<file path="config.mk">
export PLATFORM = sky130hd
export DESIGN_NAME = barrel_shifter_mux
export DESIGN_NICKNAME = d
export VERILOG_FILES = /design/src/rtl/barrel_shifter_mux.sv
export SDC_FILE = /design/constraint.sdc
export NUM_CORES = 1
export LEC_CHECK = 0
export ABC_AREA = 1
export CORE_UTILIZATION = 52
export DETAILED_ROUTE_END_ITERATION = 10
export GPL_TIMING_DRIVEN = 0
export PLACE_DENSITY = 0.81
export SKIP_LAST_GASP = 1
export SLEW_MARGIN = 10
export SYNTH_ARGS = -nofsm -noshare
export SYNTH_HDL_FRONTEND = slang
export SYNTH_SLANG_ARGS = --single-unit
</file>
<file path="constraint.sdc">
create_clock -name clk -period 1.85 [get_ports clk]
set_input_delay 0.4625 -clock clk [delete_from_list [all_inputs] [get_ports clk]]
set_output_delay 0.4625 -clock clk [all_outputs]
set_load 0.005 [all_outputs]
</file>
<file path="src/rtl/barrel_shifter_mux.sv">
// barrel_shifter_mux
//   Registered barrel shifter/rotator built from SHIFTWIDTH stages of 2:1 muxes.
//   Stage k moves the word by 2^k positions when shift_val[k] is set.
//   Result appears on data_out one clock after the inputs are sampled.
//
// Ports
//   clk        rising-edge clock
//   rst_n      synchronous reset, active HIGH (1 = clear data_out)
//   data_in    operand word
//   shift_val  shift/rotate amount, 0..BUSWIDTH-1
//   rotation   1 = rotate (wrap), 0 = logical shift (zero fill)
//   direction  0 = left (toward MSB), 1 = right (toward LSB)
//   data_out   registered result
module barrel_shifter_mux #(
    parameter int unsigned BUSWIDTH   = 16,
    parameter int unsigned SHIFTWIDTH = 4
) (
    input  logic                  clk,
    input  logic                  rst_n,
    input  logic [BUSWIDTH-1:0]   data_in,
    input  logic [SHIFTWIDTH-1:0] shift_val,
    input  logic                  rotation,
    input  logic                  direction,
    output logic [BUSWIDTH-1:0]   data_out
);

    // stage[0] is the input word, stage[SHIFTWIDTH] the fully shifted word
    logic [SHIFTWIDTH:0][BUSWIDTH-1:0] stage;
    logic [BUSWIDTH-1:0]               data_d;
    logic [BUSWIDTH-1:0]               data_q;

    always_comb begin
        int src;
        src   = 0;
        stage = '0;
        stage[0] = data_in;
        for (int k = 0; k < int'(SHIFTWIDTH); k++) begin
            stage[k+1] = stage[k];
            if (shift_val[k]) begin
                for (int i = 0; i < int'(BUSWIDTH); i++) begin
                    // Source bit for output bit i; out-of-range means wrap or zero fill
                    src = direction ? (i + (1 << k)) : (i - (1 << k));
                    if (src >= 0 && src < int'(BUSWIDTH)) begin
                        stage[k+1][i] = stage[k][src];
                    end else if (rotation) begin
                        if (src < 0) begin
                            stage[k+1][i] = stage[k][src + int'(BUSWIDTH)];
                        end else begin
                            stage[k+1][i] = stage[k][src - int'(BUSWIDTH)];
                        end
                    end else begin
                        stage[k+1][i] = 1'b0;
                    end
                end
            end
        end
    end

    always_comb begin
        data_d = stage[SHIFTWIDTH];
    end

    // rst_n is active high despite its name
    always_ff @(posedge clk) begin
        if (rst_n) begin
            data_q <= '0;
        end else begin
            data_q <= data_d;
        end
    end

    assign data_out = data_q;

endmodule

</file>
==> results.md, run 1 <==
* Synthesized instance count at between 300 and 400
* Clk pin slew, worst setup/hold paths at roughly 0.060 ns
* Max reg flops at 16
* Most area-consuming cells after synthesis: nand3_1 36%, nand2_1 20%, dfxtp_1 17%
* Initial antenna violation count at 0
* Ys async rst share at 0%
* Nets at between 400 and 500
* Crit. End Element: flip-flop
* Setup tns final at 0 ns
* Drt pass-1 iters at 5
* Port buffer count at 36
* Drt total wl at 6.20 mm
* Setup WS post-layout at 0.0888 ns
* Global placement routability congestion at 0.976
* DRC at 0
* Synthesis-to-finish area growth at 26.1%
* Chip width at about 63 um
* Pins Over Slew Limit at 0
* Cell Area, Placed at 2330 sq um
* Clk sink count at 16
* Max-slew headroom at just under 70%
* Vias per Instance at approximately 6.0
* Layout cells sized above 1 at between 10% and 20%
* Die ar. at just under 4000 sq um
* Site Rows at 21
* Post-synth net total at roughly 360
* Met3 WL post-DR at 674 um
* Leakage at about 0.0011 uW
* Most common library cells after synthesis: 136 x nand3_1, 100 x nand2_1, 17 x a21oi_1
* Number of flops mapped to enable cells by yosys at 0
* Initial Util at 55.6%
* Max-cap violations at 0
* I/O pins at 40
* Yosys top cell area share at between 30% and 40%
* Cell Pwr Density at 509 nW/um^2
* DR iter-0 viols at 279
* DR WL met2 at ~2.8 mm
* Final Cycle Share at about 95%
* Distinct cells, synth at 18
* Core Util, Final at a little over two thirds
* Cell Area, Synth at about 1900 sq um
* Vias in the first global route at about 2,400
* Hold path startpoint: rst_n
* Grt total ovfl at 0
* Min cycle time layout at roughly 1.8 ns
* Peak VDD IR at approximately 560 uV
* Flops & latches, synth at 16
* CTS tree: done
* CP Max Fanout at 4
* Worst setup SP type: input pin
* CP Class: input pin to flip-flop
* HPWL after DPL at between 4 and 5 mm
* Clock buffer depth at 2
* Yosys top cell by area: nand3_1
* Worst Hold Path Cells at 2
* Hold_buf cts at 0
* WL/cell at about 15 um
* WL met1 at 2.69 mm
* Top Layer Used: met4
* Num CTS Buffers at 3
* Ant. Diodes at 0
* Post-Place Worst Slack at -0.328 ns
* Via count at approximately 2,500
* Top-count cell post-synth: nand3_1
* Most used flip-flop cell after synthesis: dfxtp_1
* Post-DRT Antenna Nets at 0
* CTS H-Tree Depth at 1
* Largest net degree at the start of global routing at 11
* WP data required at approximately 2.0 ns
* Hold Crit Class: input pin to flip-flop
* Power Total at ~1200 uW
* Max Freq at between 0.5 and 0.6 GHz
* Die Y at around 63 um
* Mean area per synthesized cell at about 5.7 sq um
* Core Area at approximately 3400 sq um
* Root Driver: clkbuf_8
* Hold Vio Cnt, Final at 0
* Warnings from Yosys at 0
* Worst slew pin tran at 0.462 ns
* Sequential share of the synthesized area at around 17%
* First-pass GRT wire length at around 11 mm
* Setup repair after global routing missed its margin: no
* Status: complete, no violations
* Final setup fails at 0
* CP arrival at about 1.9 ns
* WHS Endpoint: data_out[14]$_SDFF_PP0_
* Overall Global Routing Usage at 33.8%
* Final instance area at 2410 sq um
cells in the final DEF (no fill, tap or decap):
master             n
a21oi_1           17
a21oi_2            1
buf_1              2
buf_2              2
buf_4              9
buf_6              5
clkbuf_1           4
clkbuf_2           1
clkbuf_8           3
clkdlybuf4s50_1   31
clkinv_1           2
clkinvlp_4         1
dfxtp_1           16
dlygate4sd2_1      1
dlymetal6s2s_1     3
inv_1              4
inv_2              3
nand2_1           99
nand2_2            2
nand3_1          134
nand3_2           17
nor2_1             2
nor2_4             2
or2_2             14
critical path, stage by stage:
cell and delay [ns]:
clkdlybuf4s50_1 0.50, or2_2 0.33, nand3_1 0.10, nand3_1 0.10, nand3_1 0.09, nand3_1 0.11
nand3_1 0.11, a21oi_1 0.08
logic make-up (layout without fill, tap and decap cells):
family                 after synthesis  in the layout  share of synthesized area [%]
and+or+nand+nor                    270            270                           69.0
AOI/OAI and AO/OA                   18             18                           4.90
buffers and inverters               30             71                           9.41
DFF                                 16             16                           16.7
cell type report:
type | instances | area (sq um)
plain buffers | 21 | 149
clock buffers | 3 | 41.3
repair buffers | 37 | 369
well taps | 46 | 57.6
multi-input cells | 288 | 1440
fillers | 334 | 1030
inverters | 9 | 33.8
flip-flops and latches | 16 | 320
repair inverters | 1 | 7.51
worst max path at each step:
stage | startpoint | end
3_3_place_gp | direction | data_out[4]$_SDFF_PP0_
5_1_grt | shift_val[0] | data_out[6]$_SDFF_PP0_
2_1_floorplan | shift_val[1] | data_out[11]$_SDFF_PP0_
4_1_cts | rotation | data_out[13]$_SDFF_PP0_
6_report | data_in[7] | data_out[9]$_SDFF_PP0_
3_5_place_dp | direction | data_out[10]$_SDFF_PP0_
report_power, final:
group | switching, uW | internal, uW | total [uW]
Sequential | 7.95 | 376 | 384
Combinational | 343 | 252 | 594
Clock | 106 | 144 | 250
Total | 457 | 772 | 1230
per-layer routing:
metal / global-route usage, % / vias up
met5: 0 / -
met3: 8.21 / 16
met2: 54.6 / 136
met4: 6.40 / 0
met1: 45.4 / 1151
li1: - / 1234
what timing repair did:
action | CTS | global route
setup buffers | 1 | 0
gates resized for setup | 4 | 10
cloned | 1 | 0
pin swaps | 1 | 0
setup endpoints to repair | 16 | 14
per-stage QoR:
| step | hold WS (ns) | std cells |
|---|---|---|
| after floorplan | 0.739 | 334 |
| after global placement | 0.812 | 416 |
| after detailed placement | 0.806 | 416 |
| after CTS | 0.553 | 421 |
| after global routing | 0.564 | 421 |
| final | 0.558 | 421 |
(Power assumes the default switching activity.)
==> run 2: changes to the inputs <==
CTS_CLUSTER_SIZE = 20   (was not set)
==> results of run 2 <==
The final DEF is identical to that of run 1; final timing and power are the same.
==> run 3: changes to the inputs <==
ABC_CLOCK_PERIOD_IN_PS = 1900   (was not set)
MAX_ROUTING_LAYER = met4   (was not set)
clock period = 1.9 ns   (was 1.85 ns; I/O delays follow)
==> results.md, run 3 (synthesized netlist as in run 1, its figures left out) <==
* Clk sink count at 16
* Port buffer count at 36
* Chip width at 62.7 um
* Drt pass-1 iters at 6
* Worst setup SP type: input pin
* Post-DRT Antenna Nets at 0
* Die ar. at roughly 3900 sq um
* Final Cycle Share at a little over nine tenths
* First-pass GRT wire length at slightly above 10 mm
* Die Y at approximately 63 um
* Final instance area at ~2400 sq um
* Ant. Diodes at 0
* Initial antenna violation count at 0
* Layout cells sized above 1 at around 15%
* Setup WS post-layout at between 0.06 and 0.07 ns
* Worst slew pin tran at roughly 0.5 ns
* Largest net degree at the start of global routing at 11
* Max reg flops at 16
* Cell Area, Placed at 2330 sq um
* Overall Global Routing Usage at between 30% and 40%
* CP Class: input pin to flip-flop
* Leakage at between 0.001 and 0.0015 uW
* Post-Place Worst Slack at -0.327 ns
* Filler instances at between 300 and 400
* Crit. End Element: flip-flop
* Num CTS Buffers at 3
* Drt total wl at 6.22 mm
* Initial Util at 55.6%
* Status: complete, no violations
* DR iter-0 viols at 389
* Root Driver: clkbuf_8
* Core Area at 3440 sq um
* Worst Setup SP: data_in[3]
* Via count at 2,522
* HPWL after DPL at a little over 5 mm
* Max Freq at 0.544 GHz
* Max-slew headroom at around 67%
* Pins Over Slew Limit at 0
* Synthesis-to-finish area growth at 25.0%
* CTS H-Tree Depth at 1
* CP arrival at about 2.0 ns
* Most frequent cells in the layout: 135 x nand3_1, 100 x nand2_1, 33 x clkdlybuf4s50_1, 17 x a21oi_1
* Most common cell after layout, fill and taps aside: nand3_1
* Setup repair after global routing missed its margin: no
* Core Util, Final at 69.5%
* Final setup fails at 0
* Peak VDD IR at roughly 560 uV
* Hold path startpoint: rst_n
* Cell Pwr Density at between 400 and 500 nW/um^2
* Hold Vio Cnt, Final at 0
* Hold Crit Class: input pin to flip-flop
* Vias per Instance at 6.02
* DRC at 0
* WL/cell at around 15 um
* Max-cap violations at 0
* CP Max Fanout at 4
* Clk pin slew, worst setup/hold paths at around 0.06 ns
* I/O pins at 40
* Vias in the first global route at ~2,300
* Grt total ovfl at 0
* Hold_buf cts at 0
* Site Rows at 21
* Nets at ~400
* CTS tree: done
* Min cycle time layout at ~1.8 ns
* WP data required at about 2 ns
* Global placement routability congestion at about 1
* Clock buffer depth at 2
## run 3: changes by cell type in the layout (fill, tap and decap cells not counted)
cell / change
nand2_2: -1
clkbuf_2: -1
nand3_2: -1
clkdlybuf4s50_1: +2
inv_4: +1
inv_2: -1
clkinvlp_4: -1
buf_4: -1
dlymetal6s2s_1: -2
nand2_1: +1
nand3_1: +1
dlygate4sd2_1: +1
## run 3: power breakdown
part / internal, uW / switching, uW / total, uW
clock: 140 / 104 / 244
combinational: 244 / 334 / 577
sequential: 366 / 8.15 / 374
## run 3: routing by layer
metal	GRT usage, %	wire (um)	vias to the layer above
met4	6.10	65	0
met5	-	0	-
met3	5.11	613	10
met2	53.5	2860	147
met1	44.4	2680	1137
li1	-	-	1228
## run 3: critical path, stage by stage
cell,delay [ns]
clkdlybuf4s50_1,0.54
nand2_1,0.07
nand3_1,0.16
nand3_1,0.11
nand3_1,0.14
nand2_1,0.09
nand2_1,0.06
nand3_1,0.06
nand2_1,0.08
nand2_1,0.06
a21oi_1,0.16
## run 3: timing repair
item | CTS | global route
setup endpoints to repair | 16 | 6
pin swaps | 0 | 0
setup buffers | 0 | 0
resized for setup | 6 | 2
## run 3: area by class of cell
class	instances	area (sq um)	share of cell area, %
Inverter	9	36.3	1.52
Multi-Input combinational cell	288	1430	59.7
Tap cell	46	57.6	2.40
Sequential cell	16	320	13.4
Clock buffer	3	41.3	1.73
Buffer	21	149	6.22
Timing Repair Buffer	36	360	15.1
## run 3: stage by stage
step	total power [uW]	TNS (ns)	hold slack, ns	instances
floorplan	743	0	0.751	334
global placement	933	-4.51	0.825	416
global route	1280	0	0.611	419
finish	1200	0	0.599	419
detailed placement	941	-4.66	0.825	416
CTS	1180	0	0.589	419
## run 3: worst paths after layout
check	end	cells past startpoint
worst max-delay path	data_out[14]$_SDFF_PP0_	11
worst min-delay path	data_out[13]$_SDFF_PP0_	2
